$ cat config.mk
export PLATFORM = sky130hd
export DESIGN_NAME = perf_monitor_flat
export DESIGN_NICKNAME = d
export VERILOG_FILES = /design/src/rtl/perf_monitor_if.sv /design/src/rtl/perf_monitor.sv /design/src/flat_wrapper.sv
export SDC_FILE = /design/constraint.sdc
export NUM_CORES = 1
export LEC_CHECK = 0
export CORE_MARGIN = 3
export CORE_UTILIZATION = 52
export DETAILED_ROUTE_END_ITERATION = 6
export HOLD_SLACK_MARGIN = 0.06
export PLACE_DENSITY_LB_ADDON = 0.05
export SETUP_SLACK_MARGIN = 0.2
export SLEW_MARGIN = 15
export SYNTH_ARGS = -nofsm -noshare
export SYNTH_HDL_FRONTEND = slang
export SYNTH_SLANG_ARGS = --single-unit
$ cat constraint.sdc
create_clock -name clkFPGA -period 2.2 [get_ports clkFPGA]
set_input_delay 0.66 -clock clkFPGA [delete_from_list [all_inputs] [get_ports clkFPGA]]
set_output_delay 0.66 -clock clkFPGA [all_outputs]
set_load 0.05 [all_outputs]
$ cat src/rtl/perf_monitor_if.sv
// Event strobes from the datapath into the performance monitor, and the read-only
// counter registers R28..R31 back out to the datapath.
interface perf_monitor_if #(
  parameter int unsigned CNT_W = 19
);

  logic             finish;
  logic             stall_evt;
  logic             retire_evt;
  logic             arith_evt;
  logic             mem_evt;
  logic [CNT_W-1:0] R28_stall_count;
  logic [CNT_W-1:0] R29_aritmetric_count;
  logic [CNT_W-1:0] R30_memory_count;
  logic [CNT_W-1:0] R31_cicles_per_inst;
  logic             cpi_valid;

  // Datapath side: raises events, reads the counter registers.
  modport master (
    output finish,
    output stall_evt,
    output retire_evt,
    output arith_evt,
    output mem_evt,
    input  R28_stall_count,
    input  R29_aritmetric_count,
    input  R30_memory_count,
    input  R31_cicles_per_inst,
    input  cpi_valid
  );

  // Monitor side.
  modport slave (
    input  finish,
    input  stall_evt,
    input  retire_evt,
    input  arith_evt,
    input  mem_evt,
    output R28_stall_count,
    output R29_aritmetric_count,
    output R30_memory_count,
    output R31_cicles_per_inst,
    output cpi_valid
  );

endinterface

$ cat src/rtl/perf_monitor.sv
// Performance counters for the pipelined datapath. Counts cycles, stalls, retired,
// arithmetic and memory instructions until finish, then freezes the counts and
// computes integer CPI (cycles / retired) with a radix-2 restoring divider.
module perf_monitor #(
  parameter int unsigned CNT_W = 19
) (
  input logic           clkFPGA,
  input logic           rst,
  perf_monitor_if.slave bus
);

  localparam int unsigned StepW = $clog2(CNT_W + 1);
  localparam logic [CNT_W-1:0] CntMax = '1;

  typedef enum logic [1:0] {StCount, StDivide, StDone} state_e;

  state_e state_q, state_d;

  logic [CNT_W-1:0] cyc_q, cyc_d;
  logic [CNT_W-1:0] stall_q, stall_d;
  logic [CNT_W-1:0] ret_q, ret_d;
  logic [CNT_W-1:0] arith_q, arith_d;
  logic [CNT_W-1:0] mem_q, mem_d;

  logic [CNT_W-1:0] dvd_q, dvd_d;
  logic [CNT_W-1:0] quo_q, quo_d;
  logic [CNT_W:0]   rem_q, rem_d;
  logic [StepW-1:0] step_q, step_d;
  logic [CNT_W-1:0] r31_q, r31_d;

  logic [CNT_W:0]   rem_shift;
  logic [CNT_W:0]   rem_diff;
  logic             q_bit;

  // Saturating increment: counters stick at all-ones instead of wrapping.
  function automatic logic [CNT_W-1:0] sat_inc(input logic [CNT_W-1:0] v, input logic en);
    return (en && (v != CntMax)) ? v + CNT_W'(1) : v;
  endfunction

  // Next counter values; only meaningful while counting, frozen otherwise.
  always_comb begin
    cyc_d   = cyc_q;
    stall_d = stall_q;
    ret_d   = ret_q;
    arith_d = arith_q;
    mem_d   = mem_q;
    if (state_q == StCount) begin
      cyc_d   = sat_inc(cyc_q, 1'b1);
      stall_d = sat_inc(stall_q, bus.stall_evt);
      ret_d   = sat_inc(ret_q, bus.retire_evt);
      arith_d = sat_inc(arith_q, bus.retire_evt & bus.arith_evt);
      mem_d   = sat_inc(mem_q, bus.retire_evt & bus.mem_evt);
    end
  end

  // One restoring-division step: shift in the next dividend bit, trial-subtract.
  always_comb begin
    rem_shift = {rem_q[CNT_W-1:0], dvd_q[CNT_W-1]};
    rem_diff  = rem_shift - {1'b0, ret_q};
    q_bit     = (rem_shift >= {1'b0, ret_q});
  end

  // FSM next state and divider datapath control.
  always_comb begin
    state_d = state_q;
    dvd_d   = dvd_q;
    quo_d   = quo_q;
    rem_d   = rem_q;
    step_d  = step_q;
    r31_d   = r31_q;
    unique case (state_q)
      StCount: begin
        if (bus.finish) begin
          // Load the dividend with the count including this final cycle.
          state_d = StDivide;
          dvd_d   = cyc_d;
          quo_d   = '0;
          rem_d   = '0;
          step_d  = '0;
        end
      end
      StDivide: begin
        if (step_q == StepW'(CNT_W)) begin
          // All quotient bits produced; this edge commits the result.
          r31_d   = (ret_q == '0) ? CntMax : quo_q;
          state_d = StDone;
        end else begin
          rem_d  = q_bit ? rem_diff : rem_shift;
          quo_d  = {quo_q[CNT_W-2:0], q_bit};
          dvd_d  = {dvd_q[CNT_W-2:0], 1'b0};
          step_d = step_q + StepW'(1);
        end
      end
      StDone: begin
        state_d = StDone;
      end
      default: begin
        state_d = StCount;
      end
    endcase
  end

  // State register.
  always_ff @(posedge clkFPGA) begin
    if (rst) begin
      state_q <= StCount;
    end else begin
      state_q <= state_d;
    end
  end

  // Counter and divider registers.
  always_ff @(posedge clkFPGA) begin
    if (rst) begin
      cyc_q   <= '0;
      stall_q <= '0;
      ret_q   <= '0;
      arith_q <= '0;
      mem_q   <= '0;
      dvd_q   <= '0;
      quo_q   <= '0;
      rem_q   <= '0;
      step_q  <= '0;
      r31_q   <= '0;
    end else begin
      cyc_q   <= cyc_d;
      stall_q <= stall_d;
      ret_q   <= ret_d;
      arith_q <= arith_d;
      mem_q   <= mem_d;
      dvd_q   <= dvd_d;
      quo_q   <= quo_d;
      rem_q   <= rem_d;
      step_q  <= step_d;
      r31_q   <= r31_d;
    end
  end

  assign bus.R28_stall_count      = stall_q;
  assign bus.R29_aritmetric_count = arith_q;
  assign bus.R30_memory_count     = mem_q;
  assign bus.R31_cicles_per_inst  = r31_q;
  assign bus.cpi_valid            = (state_q == StDone);

  // Once counting stops, the counts must not move until reset.
  assert property (@(posedge clkFPGA) disable iff (rst)
                   (state_q != StCount) |=> ($stable(cyc_q) && $stable(stall_q)));

  // Retired never exceeds cycles, so a valid CPI is never zero.
  assert property (@(posedge clkFPGA) disable iff (rst)
                   bus.cpi_valid |-> (bus.R31_cicles_per_inst != '0));

endmodule

$ cat src/flat_wrapper.sv
// flat-port wrapper written by rule: the top's interface ports become plain ports
module perf_monitor_flat 
#(
  parameter int unsigned CNT_W = 19
)
  (clkFPGA, rst, bus_finish, bus_stall_evt, bus_retire_evt, bus_arith_evt, bus_mem_evt, bus_R28_stall_count, bus_R29_aritmetric_count, bus_R30_memory_count, bus_R31_cicles_per_inst, bus_cpi_valid);
  perf_monitor_if #(.CNT_W(CNT_W)) bus_i ();
  input logic clkFPGA;
  input logic rst;
  input wire logic [$bits(bus_i.finish)-1:0] bus_finish;
  input wire logic [$bits(bus_i.stall_evt)-1:0] bus_stall_evt;
  input wire logic [$bits(bus_i.retire_evt)-1:0] bus_retire_evt;
  input wire logic [$bits(bus_i.arith_evt)-1:0] bus_arith_evt;
  input wire logic [$bits(bus_i.mem_evt)-1:0] bus_mem_evt;
  output wire logic [$bits(bus_i.R28_stall_count)-1:0] bus_R28_stall_count;
  output wire logic [$bits(bus_i.R29_aritmetric_count)-1:0] bus_R29_aritmetric_count;
  output wire logic [$bits(bus_i.R30_memory_count)-1:0] bus_R30_memory_count;
  output wire logic [$bits(bus_i.R31_cicles_per_inst)-1:0] bus_R31_cicles_per_inst;
  output wire logic [$bits(bus_i.cpi_valid)-1:0] bus_cpi_valid;
  assign bus_i.finish = bus_finish;
  assign bus_i.stall_evt = bus_stall_evt;
  assign bus_i.retire_evt = bus_retire_evt;
  assign bus_i.arith_evt = bus_arith_evt;
  assign bus_i.mem_evt = bus_mem_evt;
  assign bus_R28_stall_count = bus_i.R28_stall_count;
  assign bus_R29_aritmetric_count = bus_i.R29_aritmetric_count;
  assign bus_R30_memory_count = bus_i.R30_memory_count;
  assign bus_R31_cicles_per_inst = bus_i.R31_cicles_per_inst;
  assign bus_cpi_valid = bus_i.cpi_valid;
  perf_monitor #(.CNT_W(CNT_W)) u_core (.clkFPGA(clkFPGA), .rst(rst), .bus(bus_i));
endmodule
Word level (Yosys, flattened, before mapping)
Index checks and enable logic that the tools add are counted.
{"block": "totals", "register_bits": 178, "inputBits": 7, "elab_cells": 65}
{"block": "op_classes", "n_addsub": 7, "n_lt_le_gt_ge": 1, "eq_ne": 11, "muxes": 19, "bitwise": 2, "n_reduce_logical": 14}
{"operator": "$mux 19", "n": 10}
{"operator": "$pmux 19 s2", "n": 3}
{"operator": "$add 19x1->19 const B", "n": 5}
{"operator": "$ne 19x19->1 const B", "n": 5}
{"operator": "$ge 20x19->1", "n": 1}
{"operator": "$logic_not 19->1", "n": 1}
{"operator": "$sub 19x19->19", "n": 1}
{"operator": "$reduce_and 2->1", "n": 6}
{"operator": "$mux 5", "n": 2}
{"operator": "$pmux 5 s2", "n": 1}
{"operator": "$pmux 2 s3", "n": 1}
{"operator": "$add 5x1->5 const B", "n": 1}
{"operator": "$eq 5x5->1 const B", "n": 1}
{"operator": "$logic_and 1x1->1", "n": 4}
{"operator": "$mux 2", "n": 2}
{"operator": "$ne 2x2->1 const B", "n": 2}
{"operator": "$reduce_and 3->1", "n": 1}
{"operator": "$and 1x1->1", "n": 2}
{"operator": "$eq 2x1->1 const B", "n": 1}
{"operator": "$eq 2x2->1 const B", "n": 1}
{"operator": "$logic_not 2->1", "n": 1}
{"operator": "$ne 2x1->1 const B", "n": 1}
{"operator": "$reduce_bool 2->1", "n": 1}

Depth between registers and ports, before layout
{"block": "logic_depth", "word_depth": 5, "depth_mapped": 12, "mapped_depth_nobuf": 10}

Worst setup path after synthesis
Ideal clock, no wire load.
{"block": "synth_timing", "path_type": "register -> register", "start": "register u_core.ret_q[0]", "end": "register u_core.rem_q[3]", "setup_time_ns": 0.120, "arrival_time_ns": 2.291, "required_ns": 2.080, "slack_ns": -0.211, "stages_incl_launch_ff": 11, "synth_period_minus_slack_ns": 2.411, "path_cell_list": "dfxtp_1 > ha_1 > inv_1 > fa_1 > a21o_1 > a221o_1 > a31oi_2 > a31o_1 > buf_6 > nor4b_1 > a211o_1"}
{"block": "synth_between", "elab_chain_cells": 4, "word_cells_on_any_way": 5, "cone_classes": "add/sub (1); order compare (1); mux (3)"}
{"item": "start, declared", "line": "perf_monitor.sv:21", "text": "logic [CNT_W-1:0] ret_q, ret_d;"}
{"item": "start signal, assigned", "line": "perf_monitor.sv:128", "text": "ret_q <= ret_d;"}
{"item": "$sub 19x19->19 or $ge 20x19->1 (tied branches)", "line": "perf_monitor.sv:59, perf_monitor.sv:60"}
{"item": "$mux 19 (*)", "line": "perf_monitor.sv:88", "text": "rem_d = q_bit ? rem_diff : rem_shift;"}
{"item": "$mux 19 (*)", "line": "perf_monitor.sv:83", "text": "if (step_q == StepW'(CNT_W)) begin"}
{"item": "$pmux 19 s2 (*)", "line": "perf_monitor.sv:71", "text": "unique case (state_q)"}
{"item": "end signal, assigned", "line": "perf_monitor.sv:133", "text": "rem_q <= rem_d;"}
{"item": "end, declared", "line": "perf_monitor.sv:27", "text": "logic [CNT_W:0] rem_q, rem_d;"}
Every way passes the cells marked *; elsewhere a longest branch is shown, timed or not. The select of a mux whose other input is x is not followed.
A chain may end at the register's enable or synchronous reset.

Worst setup path after layout
{"block": "layout_timing", "start": "register u_core.dvd_q[18]", "end": "register u_core.rem_q[3]"}
{"block": "layout_between", "elab_chain_cells": 4, "word_cells_on_any_way": 5, "cone_classes": "add/sub (1); order compare (1); mux (3)"}
{"item": "start, declared", "line": "perf_monitor.sv:25", "text": "logic [CNT_W-1:0] dvd_q, dvd_d;"}
{"item": "start signal, assigned", "line": "perf_monitor.sv:131", "text": "dvd_q <= dvd_d;"}
{"item": "$sub 19x19->19 or $ge 20x19->1 (tied branches)", "line": "perf_monitor.sv:59, perf_monitor.sv:60"}
{"item": "$mux 19 (*)", "line": "perf_monitor.sv:88"}
{"item": "$mux 19 (*)", "line": "perf_monitor.sv:83"}
{"item": "$pmux 19 s2 (*)", "line": "perf_monitor.sv:71"}
Marks and branches as above.

==> key figures <==
Placement
  • Cell Area, Placed: 10,700 um2
  • Gp weighted congestion: 0.851
  • IO Port Bufs: 83
  • Dpl hpwl: 15.5 mm
  • DP Cell Count: 1,418

Final layout
  • Multi-input logic area: 5220 um2
  • Most frequent cells in the layout: buf_4 (166), dfxtp_1 (154), nor2_1 (112), nand2_1 (76), nand3_1 (65)
  • Sequential Area: 3600 um2
  • Fillers: 1,377
  • Non-Filler Instances: 1,461
  • Layout cells sized above 1: 28.6%
  • Commonest non-fill, non-tap cell in the layout: buf_4
  • Nets: 1,265
  • Synthesis-to-layout area growth: 32.9%
  • Non-Filler Cell Area, Final: 11,700 um2

Detailed routing
  • Drt first pass iters: 5
  • Final WL: 22.2 mm
  • Final ANT Viol Nets: 0
  • Wirelength per Cell: 15.2 um
  • Via density per instance: 5.56
  • First-iteration detailed-routing DRC count: 382
  • DRC Markers: 0
  • Via Count: 8,123

Synth
  • Register area share after synthesis: 40.4%
  • Syn nets: 1,070
  • Post-synth cell types: 70
  • Ys async rst share: 0%
  • Synthesized area: 8830 um2
  • Flops & latches, synth: 178
  • Synthesized area per cell: 8.55 um2
  • Top FF cell, synth: dfxtp_1
  • Ys Warns: 0
  • Post-synth EDFFs: 0
  • Mapped Cells: 1,033

CTS
  • Root Buffer: clkbuf_16
  • CTS tree: yes
  • Clock sink count: 178
  • Clk_lat worst skew: 0.43 ns
  • H-Tree Depth: 4
  • Max clock buf depth: 2
  • Reg clk slew, reported paths: 0.07 ns
  • Num CTS Buffers: 17

STA
  • Crit share post-route: 111%
  • Fin. Hold Viols: 0
  • Slew @ Worst Pin: 0.517 ns
  • Rel. slew slack: 65.2%
  • Post-Route Skew: 0.0123 ns
  • RSZ-0062 raised after global routing: yes
  • Final setup vio count: 20
  • Final min period: 2.44 ns
  • Max-slew violations: 0
  • Min setup slack post-route: -0.237 ns
  • Fmax: 0.410 GHz

Run status
  • Violated checks: negative setup slack
  • Status: finished, violations left

Setup path
  • Crit path required time: 2.51 ns
  • Startpoint types: register
  • Crit Path Category: register to register
  • Setup crit end kind: register
  • Crit Path Max Fanout: 4
  • CP Data Arrival Time: 2.75 ns

GRT
  • Met2 usage: 37.5%
  • Global-route wire length before repair: 36.0 mm
  • Global routing usage on met1: 32.0%
  • Total congestion overflow: 0
  • Largest net degree at the start of global routing: 53
  • Gr busiest metal: met2
  • Antenna violations before repair: 1
  • Total track usage: 23.4%
  • Grt met3 use: 4.55%
  • Vias in the first global route: 7,700

Floorplan
  • Die height: 136 um
  • Die area: 18,600 um2
  • Starting Density: 53.2%
  • Die Width: 136 um
  • Site Rows: 47
  • Core area: 16,600 um2
  • I/O Pins: 84

Pwr
  • Power per Cell Area: 1140 nW/um2
  • Peak VDD IR: 0.956 mV
  • LEAKAGE: 4.78 nW

Worst hold path
  • Hold/Removal Path Class: register to register

Job
  • Max-cap violations: 0
synthesized netlist by cell type (all sizes together) (3+ instances only):
library cell,instances,share of area [%]
o211ai,4,0.34
and4,14,1.4
a211oi,11,1.1
nor4b,5,0.57
or3,7,0.50
mux2i,4,0.45
dfxtp,178,40
xor2,50,5.0
a31o,3,0.30
nor4,13,1.1
a21o,8,0.68
clkbuf,30,1.3
buf,26,1.9
nand4,41,2.9
nor2b,7,0.50
o221a,19,2.4
inv,40,1.7
a211o,3,0.30
xnor2,40,4.0
nor3b,7,0.60
a21oi,58,3.3
o22ai,12,0.85
nand3b,6,0.51
and3,27,1.9
a32oi,10,0.99
nor3,25,1.5
nand2,79,3.4
and2,10,0.71
a31oi,10,0.85
nand3,79,4.5
o21ai,29,1.6
nor2,115,4.9
ha,29,4.1
power by group:
| part | leakage (nW) | internal, mW | total [mW] | switching [mW] |
|---|---|---|---|---|
| Sequential | 1.45 | 3.42 | 3.58 | 0.164 |
| Combinational | 3.05 | 3.30 | 6.75 | 3.46 |
| Clock | 0.284 | 1.64 | 3.01 | 1.37 |
| Total | 4.78 | 8.35 | 13.3 | 5.00 |
layer usage:
| layer | routed length, um | up-vias | part of all wire (%) |
|---|---|---|---|
| met5 | 0 | - | 0 |
| met2 | 10400 | 167 | 47 |
| met3 | 1000 | 29 | 4.5 |
| met1 | 10400 | 3800 | 47 |
| met4 | 360 | 0 | 1.6 |
| li1 | - | 4127 | - |
repair_timing:
action,CTS,global route
hold buffers,0,0
setup buffers,0,11
pin swaps,6,32
gates resized for setup,77,104
endpoints found under the setup margin,84,146
through the flow:
stage | hold slack [ns] | power [mW] | setup slack, ns | utilization [%] | TNS, ns
floorplan | 0.432 | 7.02 | -0.109 | - | -0.857
global placement | 0.443 | 9.08 | -0.437 | 64.8 | -9.67
CTS | 0.463 | 12.4 | -0.182 | 68.5 | -2.45
finish | 0.469 | 13.3 | -0.237 | 70.7 | -3.38
detailed placement | 0.453 | 9.10 | -0.390 | 64.8 | -12.62
global route | 0.491 | 14.1 | -0.321 | 70.7 | -5.18
registers in the layout, summed over array words and instances (netlist names):
| name | flops |
|---|---|
| u_core.step_q | 5 |
| u_core.dvd_q | 19 |
| u_core.rem_q | 19 |
| u_core.bus.R30_memory_count | 19 |
| u_core.ret_q | 19 |
| u_core.bus.R31_cicles_per_inst | 19 |
| u_core.cyc_q | 19 |
| u_core.bus.R28_stall_count | 19 |
| u_core.quo_q | 19 |
| u_core.state_q | 2 |
| u_core.bus.R29_aritmetric_count | 19 |
path summary, 6_finish.rpt:
path,start,to,slack [ns],cells past startpoint
max,u_core.dvd_q[18]$_SDFFE_PP0P_,u_core.rem_q[3]$_SDFFE_PP0P_,-0.24,11
min,u_core.quo_q[18]$_SDFFE_PP0P_,u_core.quo_q[18]$_SDFFE_PP0P_,0.47,2
min reg2reg,u_core.quo_q[18]$_SDFFE_PP0P_,u_core.quo_q[18]$_SDFFE_PP0P_,0.47,2
max reg2reg,u_core.dvd_q[18]$_SDFFE_PP0P_,u_core.rem_q[3]$_SDFFE_PP0P_,-0.24,11
critical path, stage by stage, from the launching register on:
cell	delay [ns]
dfxtp_2	0.33
inv_2	0.06
ha_4	0.12
inv_2	0.03
fa_2	0.33
a21o_1	0.21
a221o_1	0.38
a31oi_4	0.25
a31o_1	0.21
buf_6	0.13
nor4b_2	0.05
a211o_1	0.23
kinds of logic after synthesis:
logic type                 Yosys count  share of synthesized area (%)
and+or+nand+nor                    442                           25.6
AOI/OAI and AO/OA                  190                           15.2
DFF                                178                           40.4
buffers and inverters               97                           4.87
xor gates and xnor gates            90                           8.93
adders and majority gates           30                           4.34
muxes                                6                          0.709
area by class of cell:
class                   instances  share of cell area, %
well taps                     220                   2.35
diodes                          1                 0.0213
multi-input cells             758                   44.5
clock buffers                  19                   3.78
clock inverters                12                   1.19
repair buffers                232                   16.2
flip-flops and latches        178                   30.7
inverters                      41                   1.31
No activity file was read; power rests on OpenSTA's default activity.
